## src/rtl/inst_rom_arb.sv

```systemverilog
// inst_rom_arb: two-port arbiter in front of a single-cycle instruction ROM.
// m0 (CPU fetch) has default priority. m1 (debug/loader) wins once it has
// waited STARVE_LIM cycles. Each access runs a fixed two-stage pipeline:
// the grant cycle, then the ROM cycle, then rvalid to the owning port.
module inst_rom_arb #(
  parameter int unsigned ADDR_W     = 32,
  parameter int unsigned DATA_W     = 32,
  parameter int unsigned STARVE_LIM = 4
) (
  input  logic              clk,
  input  logic              rst,
  input  logic              m0_req,
  input  logic [ADDR_W-1:0] m0_addr,
  output logic              m0_gnt,
  output logic [DATA_W-1:0] m0_rdata,
  output logic              m0_rvalid,
  input  logic              m1_req,
  input  logic [ADDR_W-1:0] m1_addr,
  output logic              m1_gnt,
  output logic [DATA_W-1:0] m1_rdata,
  output logic              m1_rvalid,
  output logic              rom_ce,
  output logic [ADDR_W-1:0] rom_addr,
  input  logic [DATA_W-1:0] rom_data
);

  localparam logic [3:0] LIM = 4'(STARVE_LIM);

  // Starvation counter increments but holds at its maximum value.
  function automatic logic [3:0] sat_inc(input logic [3:0] v);
    return (v == 4'hF) ? v : v + 4'd1;
  endfunction

  logic [3:0]        cnt_q, cnt_d;
  logic              rom_ce_q, rom_ce_d;
  logic [ADDR_W-1:0] rom_addr_q, rom_addr_d;
  logic              own_q, own_d;        // owner of the ROM-stage access: 1 = m1
  logic [DATA_W-1:0] m0_rdata_q, m0_rdata_d;
  logic [DATA_W-1:0] m1_rdata_q, m1_rdata_d;
  logic              m0_rvalid_q, m0_rvalid_d;
  logic              m1_rvalid_q, m1_rvalid_d;
  logic              force_m1;

  // Combinational grant: m0 first unless m1 has waited too long; nothing in reset.
  always_comb begin
    force_m1 = m1_req && (cnt_q >= LIM);
    m1_gnt   = rst && m1_req && (force_m1 || !m0_req);
    m0_gnt   = rst && m0_req && !(force_m1);
  end

  // Next-state: starvation count, ROM stage launch, response capture.
  always_comb begin
    cnt_d = (m1_req && !m1_gnt) ? sat_inc(cnt_q) : 4'd0;

    // Grant stage -> ROM stage
    rom_ce_d   = m0_gnt || m1_gnt;
    rom_addr_d = '0;
    if (m1_gnt) begin
      rom_addr_d = m1_addr;
    end else if (m0_gnt) begin
      rom_addr_d = m0_addr;
    end
    own_d = m1_gnt;

    // ROM stage -> response stage
    m0_rvalid_d = rom_ce_q && !own_q;
    m1_rvalid_d = rom_ce_q && own_q;
    m0_rdata_d  = m0_rvalid_d ? rom_data : m0_rdata_q;
    m1_rdata_d  = m1_rvalid_d ? rom_data : m1_rdata_q;
  end

  // State registers; active-low synchronous reset drops any in-flight access.
  always_ff @(posedge clk) begin
    if (!rst) begin
      cnt_q       <= '0;
      rom_ce_q    <= 1'b0;
      rom_addr_q  <= '0;
      own_q       <= 1'b0;
      m0_rdata_q  <= '0;
      m1_rdata_q  <= '0;
      m0_rvalid_q <= 1'b0;
      m1_rvalid_q <= 1'b0;
    end else begin
      cnt_q       <= cnt_d;
      rom_ce_q    <= rom_ce_d;
      rom_addr_q  <= rom_addr_d;
      own_q       <= own_d;
      m0_rdata_q  <= m0_rdata_d;
      m1_rdata_q  <= m1_rdata_d;
      m0_rvalid_q <= m0_rvalid_d;
      m1_rvalid_q <= m1_rvalid_d;
    end
  end

  assign rom_ce    = rom_ce_q;
  assign rom_addr  = rom_addr_q;
  assign m0_rdata  = m0_rdata_q;
  assign m1_rdata  = m1_rdata_q;
  assign m0_rvalid = m0_rvalid_q;
  assign m1_rvalid = m1_rvalid_q;

endmodule
```

## config.mk

```make
export PLATFORM = sky130hd
export DESIGN_NAME = inst_rom_arb
export DESIGN_NICKNAME = d
export VERILOG_FILES = /design/src/rtl/inst_rom_arb.sv
export SDC_FILE = /design/constraint.sdc
export NUM_CORES = 1
export LEC_CHECK = 0
export ABC_AREA = 1
export BUFFER_PORTS_ARGS = -buffer_cell sky130_fd_sc_hd__buf_4
export CORE_AREA = 2 2 117 91
export DETAILED_ROUTE_END_ITERATION = 10
export DIE_AREA = 0 0 119 93
export PLACE_DENSITY = 0.71
export SLEW_MARGIN = 15
export SYNTH_ARGS = -nofsm -noshare
export SYNTH_HDL_FRONTEND = slang
export SYNTH_SLANG_ARGS = --single-unit
```

## constraint.sdc

```tcl
create_clock -name clk -period 2.4 [get_ports clk]
set_input_delay 0.24 -clock clk [delete_from_list [all_inputs] [get_ports clk]]
set_output_delay 0.24 -clock clk [all_outputs]
set_load 0.05 [all_outputs]
```

* Word-level counts from Yosys, hierarchy flattened *
Cells that the tools add are included.

storage, ports and cells
  input bits = 100
  register bits = 104
  word-level logic and storage cells = 28

operators by class
  eq/ne operators = 1
  reductions and logical operators = 15
  mux-type cells = 2
  add/subtract/negate cells = 1
  $lt $le $gt $ge = 1

operators by type and width
  operator                                                                              number
  32-bit 2-to-1 mux                                                                     2
  1-bit logical AND                                                                     8
  4-bit by 1-bit adder with 4-bit output (second input constant)                        1
  4-bit equality test (second input constant)                                           1
  4-bit by 3-bit greater-or-equal comparator with 1-bit output (second input constant)  1
  1-bit zero test                                                                       4
  1-bit logical OR                                                                      2
  2-bit AND reduction                                                                   1

* Longest topological paths before layout *
Gate-level depths: netlist (run 1).

  depth after elaboration = 7
  depth in mapped cells = 6

* Least setup slack after synthesis (run 1) *
OpenSTA, ideal clock, no wires.

  path type = register to output
  from = register cnt_q[2]
  to = output port m1_gnt
  arrival time = 1.270 ns
  cell stages (with the launch flop) = 3
  required time = 2.160 ns
  setup slack = 0.890 ns
  path through = dfxtp_1 nor2_4 a21oi_1

on the way
  cells in the longest elaborated chain, start to end = 4

RTL lines
  element                                                       line  RTL
  start: declaration                                            34    logic [3:0] cnt_q, cnt_d;
  start signal: assignment                                      84    cnt_q <= cnt_d;
  4-bit by 3-bit greater-or-equal comparator with 1-bit output  46    force_m1 = m1_req && (cnt_q >= LIM);
  1-bit logical AND                                             46
  1-bit logical OR                                              47    m1_gnt = rst && m1_req && (force_m1 || !m0_req);
  1-bit logical AND                                             47
  end: declaration                                              19    output logic m1_gnt,

No other way between the ends.

* Final worst setup path (run 1) *
Ends and elaborated chain as after synthesis.

==> metrics.yaml, run 1 <==
wl_met2_um: 5060
place.gp.congestion: 0.805
synth_top_area_share_pct: 53.6
layout_common_cells: "206 x buf_4, 130 x nor2_1, 104 x dfxtp_1, 60 x o21ai_1, 37 x nand3_1"
synthFlopType: "dfxtp_1"
cts_buffer_depth: 2
postCtsSetupBuffers: 0
cap_violations: 0
io_buffers: 200
dr.max_layer_used: "met4"
critPathLaunchType: "flop"
syn_area_sq_um: 3890
overflow: 0
multi_input_area_sq_um: 1540
synth_fp_nets: 559
io_pins: 201
leakage_uw: 0.00268
clk_latency_ps: 340
hold_viol: 0
seq_area_sq_um: 2080
post-place-ws_ps: 939
ir_drop_uv: 342
antenna_found_initial: 0
ff2ff_setup_slack_ps: 1160
drive_gt1_share_pct: 40.6
design_area_sq_um: 5650
fin_nets: 745
antenna-diode-count: 0
dpl-instance-area_sq_um: 5380
cts-buffers-inserted: 9
die_area_sq_um: 11100
dp_hpwl_um: 7750
rows: 32
fin_skew_ps: 5.91
fin_tns_setup_ps: 0
cp_max_fo: 6
die_height_um: 93
clkSinkCount: 104
wirelength_um: 10800
final_common_cell: "buf_4"
met1_length_um: 4570
synth.distinct_cells: 23
die_w_um: 119
cts_resized: 0
cts_hold_buffers: 0
dr.pass1.iters: 4
wl_per_cell_um: 13.8
finalSetupViolations: 0
start_util_pct: 39.0
drc_errors: 0
dr_wl_met3_um: 1040
syn2layout_area_growth_pct: 45.3
clockRootBuffer: "clkbuf_16"
track_usage_pct: 19.1
fmax_ghz: 0.676
clk_pin_slew_ps: 70
antenna_left: 0
syn-instance-count: 458
synth_area_leaders: "dfxtp_1 54%, nor2_1 13%, nand3_2 7.7%"
slew_viol_final: 0
rsz0062_at_grt: "no"
drt-initial-drc-count: 175
hold_class: "in2reg"
post-synth-top-area-cell: "dfxtp_1"
critPathArrivalTime_ps: 1240
finalPower_uw: 4230
ys_ff_latch: 104
ys_seq_area_share_pct: 53.6
core-area_sq_um: 9970
synth_area_per_cell_sq_um: 8.49
status: "finished, final reports clean"
timing.final.crit_share_pct: 61.6
grt_pass1_wl_um: 16800
cts_tree: "yes"
path_class: "reg2out"
htreeDepth: 3
ys_warn_count: 0
power.density_nw_per_um2: 750
grt_max_degree: 66
synth_edf_count: 0
required_ps: 2160
grt_pass1_vias: 3468
dr_total_vias: 3672
synth-async-reset-ratio_pct: 0
via_per_inst: 4.68
tightestPinTransition_ps: 626
slew_headroom_pct: 58.2
endpoint_kind: "primary output"
worst_slack_ps: 922
fillCellCount: 913
period_needed_ps: 1480
[Yosys cell counts, types with 4 or more instances]
cell / count
inv_2: 5
nand3_2: 30
inv_1: 5
nand3_1: 37
dfxtp_1: 104
nand2_2: 4
a21oi_1: 4
buf_4: 11
buf_2: 16
nand2_1: 36
o21ai_1: 60
nor2_1: 130
o21ai_0: 4
[sequential cells by signal, indices dropped and copies added, names as in the netlist]
signal,count
cnt_q,4
m1_rdata,32
rom_addr,32
m1_rvalid,1
rom_ce,1
m0_rdata,32
m0_rvalid,1
own_q,1
[kinds of logic (layout without fill, tap and decap cells)]
family | count (synthesis) | after routing | share of synthesized area, %
flip-flops | 104 | 104 | 53.6
AO/OA/AOI/OAI | 69 | 69 | 8.98
buffers and inverters | 41 | 231 | 6.79
other | 1 | 1 | 0.0965
AND/OR/NAND/NOR | 242 | 242 | 30.2
adder cells (fa/ha/maj) | 1 | 1 | 0.322
[where the power goes]
| group | internal, uW | switching, uW |
|---|---|---|
| clock network | 700 | 632 |
| logic | 336 | 669 |
| registers | 1840 | 55.4 |
| total | 2880 | 1360 |
[path summary, 6_finish.rpt]
path | start | endpoint | cells past startpoint
min | m0_addr[2] | rom_addr[2]$_SDFF_PN0_ | 3
max | cnt_q[2]$_SDFFE_PN0P_ | m1_gnt | 3
min reg2reg | m0_rdata[15]$_SDFFE_PN0P_ | m0_rdata[15]$_SDFFE_PN0P_ | 2
max reg2reg | cnt_q[2]$_SDFFE_PN0P_ | rom_addr[10]$_SDFF_PN0_ | 4
[worst max-delay path: stages (launching register included)]
cell,delay (ps)
dfxtp_1,470
nor2_4,80
a21oi_1,130
buf_4,220
[layer usage]
layer	vias up	global-route usage, %
li1	1857	-
met1	1654	22.6
met2	151	31.8
met3	10	7.50
met4	0	6.15
met5	-	0
[metrics by stage]
| stage | hold slack (ps) | util, % | instances |
|---|---|---|---|
| 2_1_floorplan | 334 | - | 458 |
| 3_3_place_gp | 459 | 53.9 | 769 |
| 3_5_place_dp | 462 | 53.9 | 769 |
| 4_1_cts | 99.2 | 56.7 | 784 |
| 5_1_grt | 111 | 56.7 | 784 |
| 6_report | 115 | 56.7 | 784 |
[final cells by class]
cell class                 instances  share of cell area, %
tap                              136                   3.01
clock inverter                     6                  0.820
sequential                       104                   36.9
inverter                          10                  0.665
clock buffer                       9                   3.99
timing repair buffer             206                   27.4
multi-input combinational        313                   27.3
Power figures use the tool's default switching activity.
==> inputs of run 2 (changes only) <==
Clock period 2.4 ns to 1.4 ns, I/O delays scaled along.
==> run 2 against run 1 <==
- routed wire length is 1.9% higher
- global-route usage is 0.99 points higher
- flip-flop and latch count stayed put
- sequential power is 71% higher
- worst setup slack worse by 850 ps
- first-iteration DRC count is 21% higher
- critical path type unchanged
- highest routed layer unchanged
==> metrics.yaml, run 2 (synthesis gave the netlist of run 1 again) <==
status: "finished, final reports clean"
via_per_inst: 4.73  # +0.91%
required_ps: 1260  # -900 ps
crit_start: "cnt_q[3]$_SDFFE_PN0P_"
track_usage_pct: 20.1  # +0.99 points
io_pins: 201  # unchanged
final_common_cell: "buf_4"
reg2regPathDepth: 4  # unchanged
clk_latency_ps: 340  # about the same
whs_endpoint: "rom_addr[28]$_SDFF_PN0_"
grt_max_degree: 40  # -39%
power.density_nw_per_um2: 1310  # +74%
cts_buffer_depth: 2  # unchanged
ff2ff_setup_slack_ps: 180  # -980 ps
fin_tns_setup_ps: 0  # unchanged
hold_start: "m0_addr[28]"
rsz0062_at_grt: "no"
dr.pass1.iters: 4  # unchanged
rows: 32  # unchanged
finalPower_uw: 7540  # +78%
ir_drop_uv: 965  # +180%
reg2reg_from: "rom_ce$_SDFF_PN0_"
die_area_sq_um: 11100  # unchanged
timing.final.crit_share_pct: 95.2
holdPathStages: 3  # unchanged
slew_viol_final: 0  # unchanged
antenna_found_initial: 0  # unchanged
clk_pin_slew_ps: 70  # about the same
fin_skew_ps: 7.13  # +1.21 ps
sw_frac_of_total_pct: 31.6  # -0.47 points
path_class: "reg2out"
dpl-instance-area_sq_um: 5460  # +1.5%
dp_hpwl_um: 8240  # +6.3%
die_w_um: 119  # unchanged
design_area_sq_um: 5770  # +2.2%
clkSinkCount: 104  # unchanged
wl_per_cell_um: 13.9  # +0.75%
place.gp.congestion: 0.793  # -1.6%
fmax_ghz: 0.751
cts-buffers-inserted: 9  # unchanged
p_comb_share_pct: 23.3  # -0.4 points
regToRegEndpoint: "m0_rdata[30]$_SDFFE_PN0P_"
critPathArrivalTime_ps: 1190  # -50 ps
hold_viol: 0  # unchanged
hold_ws_ps: 13.1  # -102 ps
overflow: 0  # unchanged
io_buffers: 200  # unchanged
antenna_left: 0  # unchanged
period_needed_ps: 1330
power_frac_seq_pct: 43.1  # -1.7 points
internal_power_uw: 5160  # +79%
dr_total_vias: 3748  # +2.1%
cap_violations: 0  # unchanged
leakage_uw: 0.00275  # +2.8%
p_sw_uw: 2380  # +75%
hold_class: "in2reg"
pwr-share-clk_pct: 33.6  # +2.1 points
wirelength_um: 11000  # +1.9%
start_util_pct: 39.0  # unchanged
cts_hold_buffers: 0  # unchanged
critPathLaunchType: "flop"
grt_pass1_wl_um: 17600  # +4.6%
cts_tree: "yes"
layout_common_cells: "212 x buf_4, 130 x nor2_1, 103 x dfxtp_1, 60 x o21ai_1, 37 x nand3_1"
antenna-diode-count: 0  # unchanged
slew_headroom_pct: 60.4  # +2.2 points
cp_max_fo: 4  # -2
tightestPinTransition_ps: 593  # -32.8 ps
clockRootBuffer: "clkbuf_16"
drc_errors: 0  # unchanged
core-area_sq_um: 9970  # unchanged
endpoint_kind: "primary output"
worst_slack_ps: 67.8  # -854 ps
post-place-ws_ps: 198  # -741 ps
drive_gt1_share_pct: 41.7  # +1.1 points
die_height_um: 93  # unchanged
drt-initial-drc-count: 211  # +21%
finalSetupViolations: 0  # unchanged
syn2layout_area_growth_pct: 48.5
htreeDepth: 3  # unchanged
grt_pass1_vias: 3585  # +3.4%
fin_nets: 753  # +1.1%
run 2: cell count changes in the layout (fill, tap and decap cells not counted), sizes merged:
cell	previous run	this run
buf	206	214
clkinvlp	5	2
clkinv	0	2
bufinv	0	1
inv	11	12
run 2: area by class of cell:
cell class / count / area (sq um)
Fill cell: 911 / 4200
Sequential cell: 104 / 2080
Timing Repair Buffer: 214 / 1630
Multi-Input combinational cell: 313 / 1540
Clock buffer: 9 / 225
Tap cell: 136 / 170
Clock inverter: 7 / 78.8
Inverter: 10 / 37.5
run 2: power by group through the flow:
stage	clock [uW]	sequential, uW	combinational [uW]
4_1_cts	2590	3250	1760
5_1_grt	2720	3270	1870
3_5_place_dp	0	3320	1760
6_report	2530	3250	1760
2_1_floorplan	0	3980	446
3_3_place_gp	0	3310	1730
run 2: critical path: stages (launching register included):
cell and delay [ps]:
dfxtp_1 440, nor2_4 90, a21oi_2 110, buf_4 210
run 2: metal layers:
layer	wire length [um]	global-route usage, %	up-vias	share of wire, %
met3	1020	8.96	13	9.3
met1	4570	23.6	1704	42
met2	5250	33.4	161	48
met5	0	0	-	0
li1	-	-	1870	-
met4	158	5.16	0	1.4
run 2: how the worst max path moves through the flow:
stage / endpoint
6_report: m1_gnt
5_1_grt: m0_rdata[25]$_SDFFE_PN0P_
4_1_cts: m1_gnt
3_5_place_dp: m0_rdata[25]$_SDFFE_PN0P_
3_3_place_gp: rom_addr[1]$_SDFF_PN0_
2_1_floorplan: m1_rdata[10]$_SDFFE_PN0P_
run 2: through the flow:
stage               std cells  utilization, %
floorplan                 458               -
global placement          776            54.7
detailed placement        776            54.7
CTS                       793            57.9
global route              793            57.9
finish                    793            57.9
run 2: timing repair:
action,4_1_cts,5_1_grt
endpoints found under the setup margin,1,0
setup buffers,1,0
resized for setup,1,0
==> inputs of run 3 (changes only) <==
Settings changed: PLACE_DENSITY 0.71 to 0.75.
==> run 3 against run 2 <==
- combinational power about the same
- final area rose by 1.5%
- critical path type unchanged
- register-to-register slack improved by 60 ps
==> metrics.yaml, run 3 (synthesis gave the netlist of run 1 again) <==
die_height_um: 93  # unchanged
fin_util_pct: 58.7  # +0.85 points
cts_tree: "yes"
crit_start: "cnt_q[2]$_SDFFE_PN0P_"
critPathLaunchType: "flop"
status: "finished, final reports clean"
hold_start: "m0_addr[26]"
syn2layout_area_growth_pct: 50.7
core-area_sq_um: 9970  # unchanged
power.density_nw_per_um2: 1320  # +1.4%
wl_per_cell_um: 13.7  # -1.0%
ir_drop_uv: 881  # -8.7%
track_usage_pct: 20.1  # about the same
fin_nets: 755  # +0.27%
overflow: 0  # unchanged
antenna-diode-count: 0  # unchanged
io_pins: 201  # unchanged
clk_latency_ps: 340  # about the same
grt_pass1_wl_um: 17700  # +0.47%
die_area_sq_um: 11100  # unchanged
layout_common_cells: "209 x buf_4, 130 x nor2_1, 102 x dfxtp_1, 60 x o21ai_1, 37 x nand3_1"
cts-buffers-inserted: 9  # unchanged
io_buffers: 200  # unchanged
ff2ff_setup_slack_ps: 240  # +60 ps
drc_errors: 0  # unchanged
hold_class: "in2reg"
cap_violations: 0  # unchanged
drive_gt1_share_pct: 42.0  # +0.33 points
cp_max_fo: 6  # +2
leakage_uw: 0.00279  # +1.4%
wirelength_um: 10900  # -0.79%
design_area_sq_um: 5860  # +1.5%
dr_total_vias: 3771  # +0.61%
rows: 32  # unchanged
holdPathStages: 3  # unchanged
hold_viol: 0  # unchanged
via_per_inst: 4.74  # +0.36%
required_ps: 1260  # about the same
rsz0062_at_grt: "no"
place.gp.congestion: 0.818  # +3.3%
reg2regPathDepth: 5  # +1
grt_max_degree: 39  # -2.5%
clkSinkCount: 104  # unchanged
fin_tns_setup_ps: 0  # unchanged
final_common_cell: "buf_4"
dpl-instance-area_sq_um: 5500  # +0.83%
critPathArrivalTime_ps: 1180  # about the same
clockRootBuffer: "clkbuf_16"
htreeDepth: 3  # unchanged
cts_buffer_depth: 2  # unchanged
whs_endpoint: "rom_addr[26]$_SDFF_PN0_"
regToRegEndpoint: "rom_addr[10]$_SDFF_PN0_"
reg2reg_from: "cnt_q[3]$_SDFFE_PN0P_"
dp_hpwl_um: 8190  # -0.53%
seq_area_sq_um: 2080  # about the same
antenna_found_initial: 0  # unchanged
timing.final.crit_share_pct: 94.1  # -1.0 points
endpoint_kind: "primary output"
period_needed_ps: 1320  # -14.6 ps
antenna_left: 0  # unchanged
die_w_um: 119  # unchanged
path_class: "reg2out"
start_util_pct: 39.0  # unchanged
fin_skew_ps: 4.63  # -2.50 ps
drt-initial-drc-count: 262  # +24%
grt_pass1_vias: 3700  # +3.2%
fillCellCount: 868  # -4.7%
finalSetupViolations: 0  # unchanged
clk_pin_slew_ps: 70  # about the same
fmax_ghz: 0.759  # +1.1%
multi_input_area_sq_um: 1550  # +0.16%
dr.pass1.iters: 7  # +3
slew_viol_final: 0  # unchanged
## run 3: final cells by class
| type | count | area share (%) |
|---|---|---|
| clock buffers | 9 | 3.85 |
| flip-flops and latches | 104 | 35.6 |
| clock inverters | 7 | 1.73 |
| inverters | 10 | 0.641 |
| repair buffers | 216 | 28.9 |
| multi-input cells | 313 | 26.4 |
| well taps | 136 | 2.91 |
## run 3: worst max path at each step
stage / depth (start not counted) / endpoint / slack (ps)
finish: 3 / m1_gnt / 80
global route: 3 / m0_gnt / 10
CTS: 3 / m1_gnt / 20
detailed placement: 5 / rom_addr[10]$_SDFF_PN0_ / 220
global placement: 5 / rom_addr[30]$_SDFF_PN0_ / 290
floorplan: 5 / m1_rdata[10]$_SDFFE_PN0P_ / 90
## run 3: stage by stage
step	worst slack, ps	power (uW)	std cells	hold WS (ps)
after floorplan	89.4	4420	458	235
after global placement	292	5060	777	356
after detailed placement	215	5100	777	362
after CTS	18.2	7820	794	1.04
after global routing	9.80	8080	795	0.350
final	82.4	7760	795	12.6
## run 3: critical path, cell delays in order, from the launching register on
cell	delay, ps
dfxtp_2	410
nor2_4	70
a21oi_2	140
buf_4	220
## run 3: what timing repair did
item                       in CTS  in global routing
gates resized for setup         1                  3
buffers inserted                1                  0
hold buffers                    0                  1
setup endpoints to repair       2                  2
pin swaps                       1                  1
hold endpoints to repair        0                  1
## run 3: metal layers
metal	part of all wire, %	wire [um]	global-route usage (%)	up-vias
li1	-	-	-	1876
met1	42	4580	23.1	1710
met2	48	5230	34.9	169
met3	8.3	903	7.13	16
met4	1.8	193	6.75	0
met5	0	0	0	-
## run 3: power breakdown
group	internal [uW]	switching [uW]
sequential	3150	92.6
clock	1590	1140
combinational	618	1160
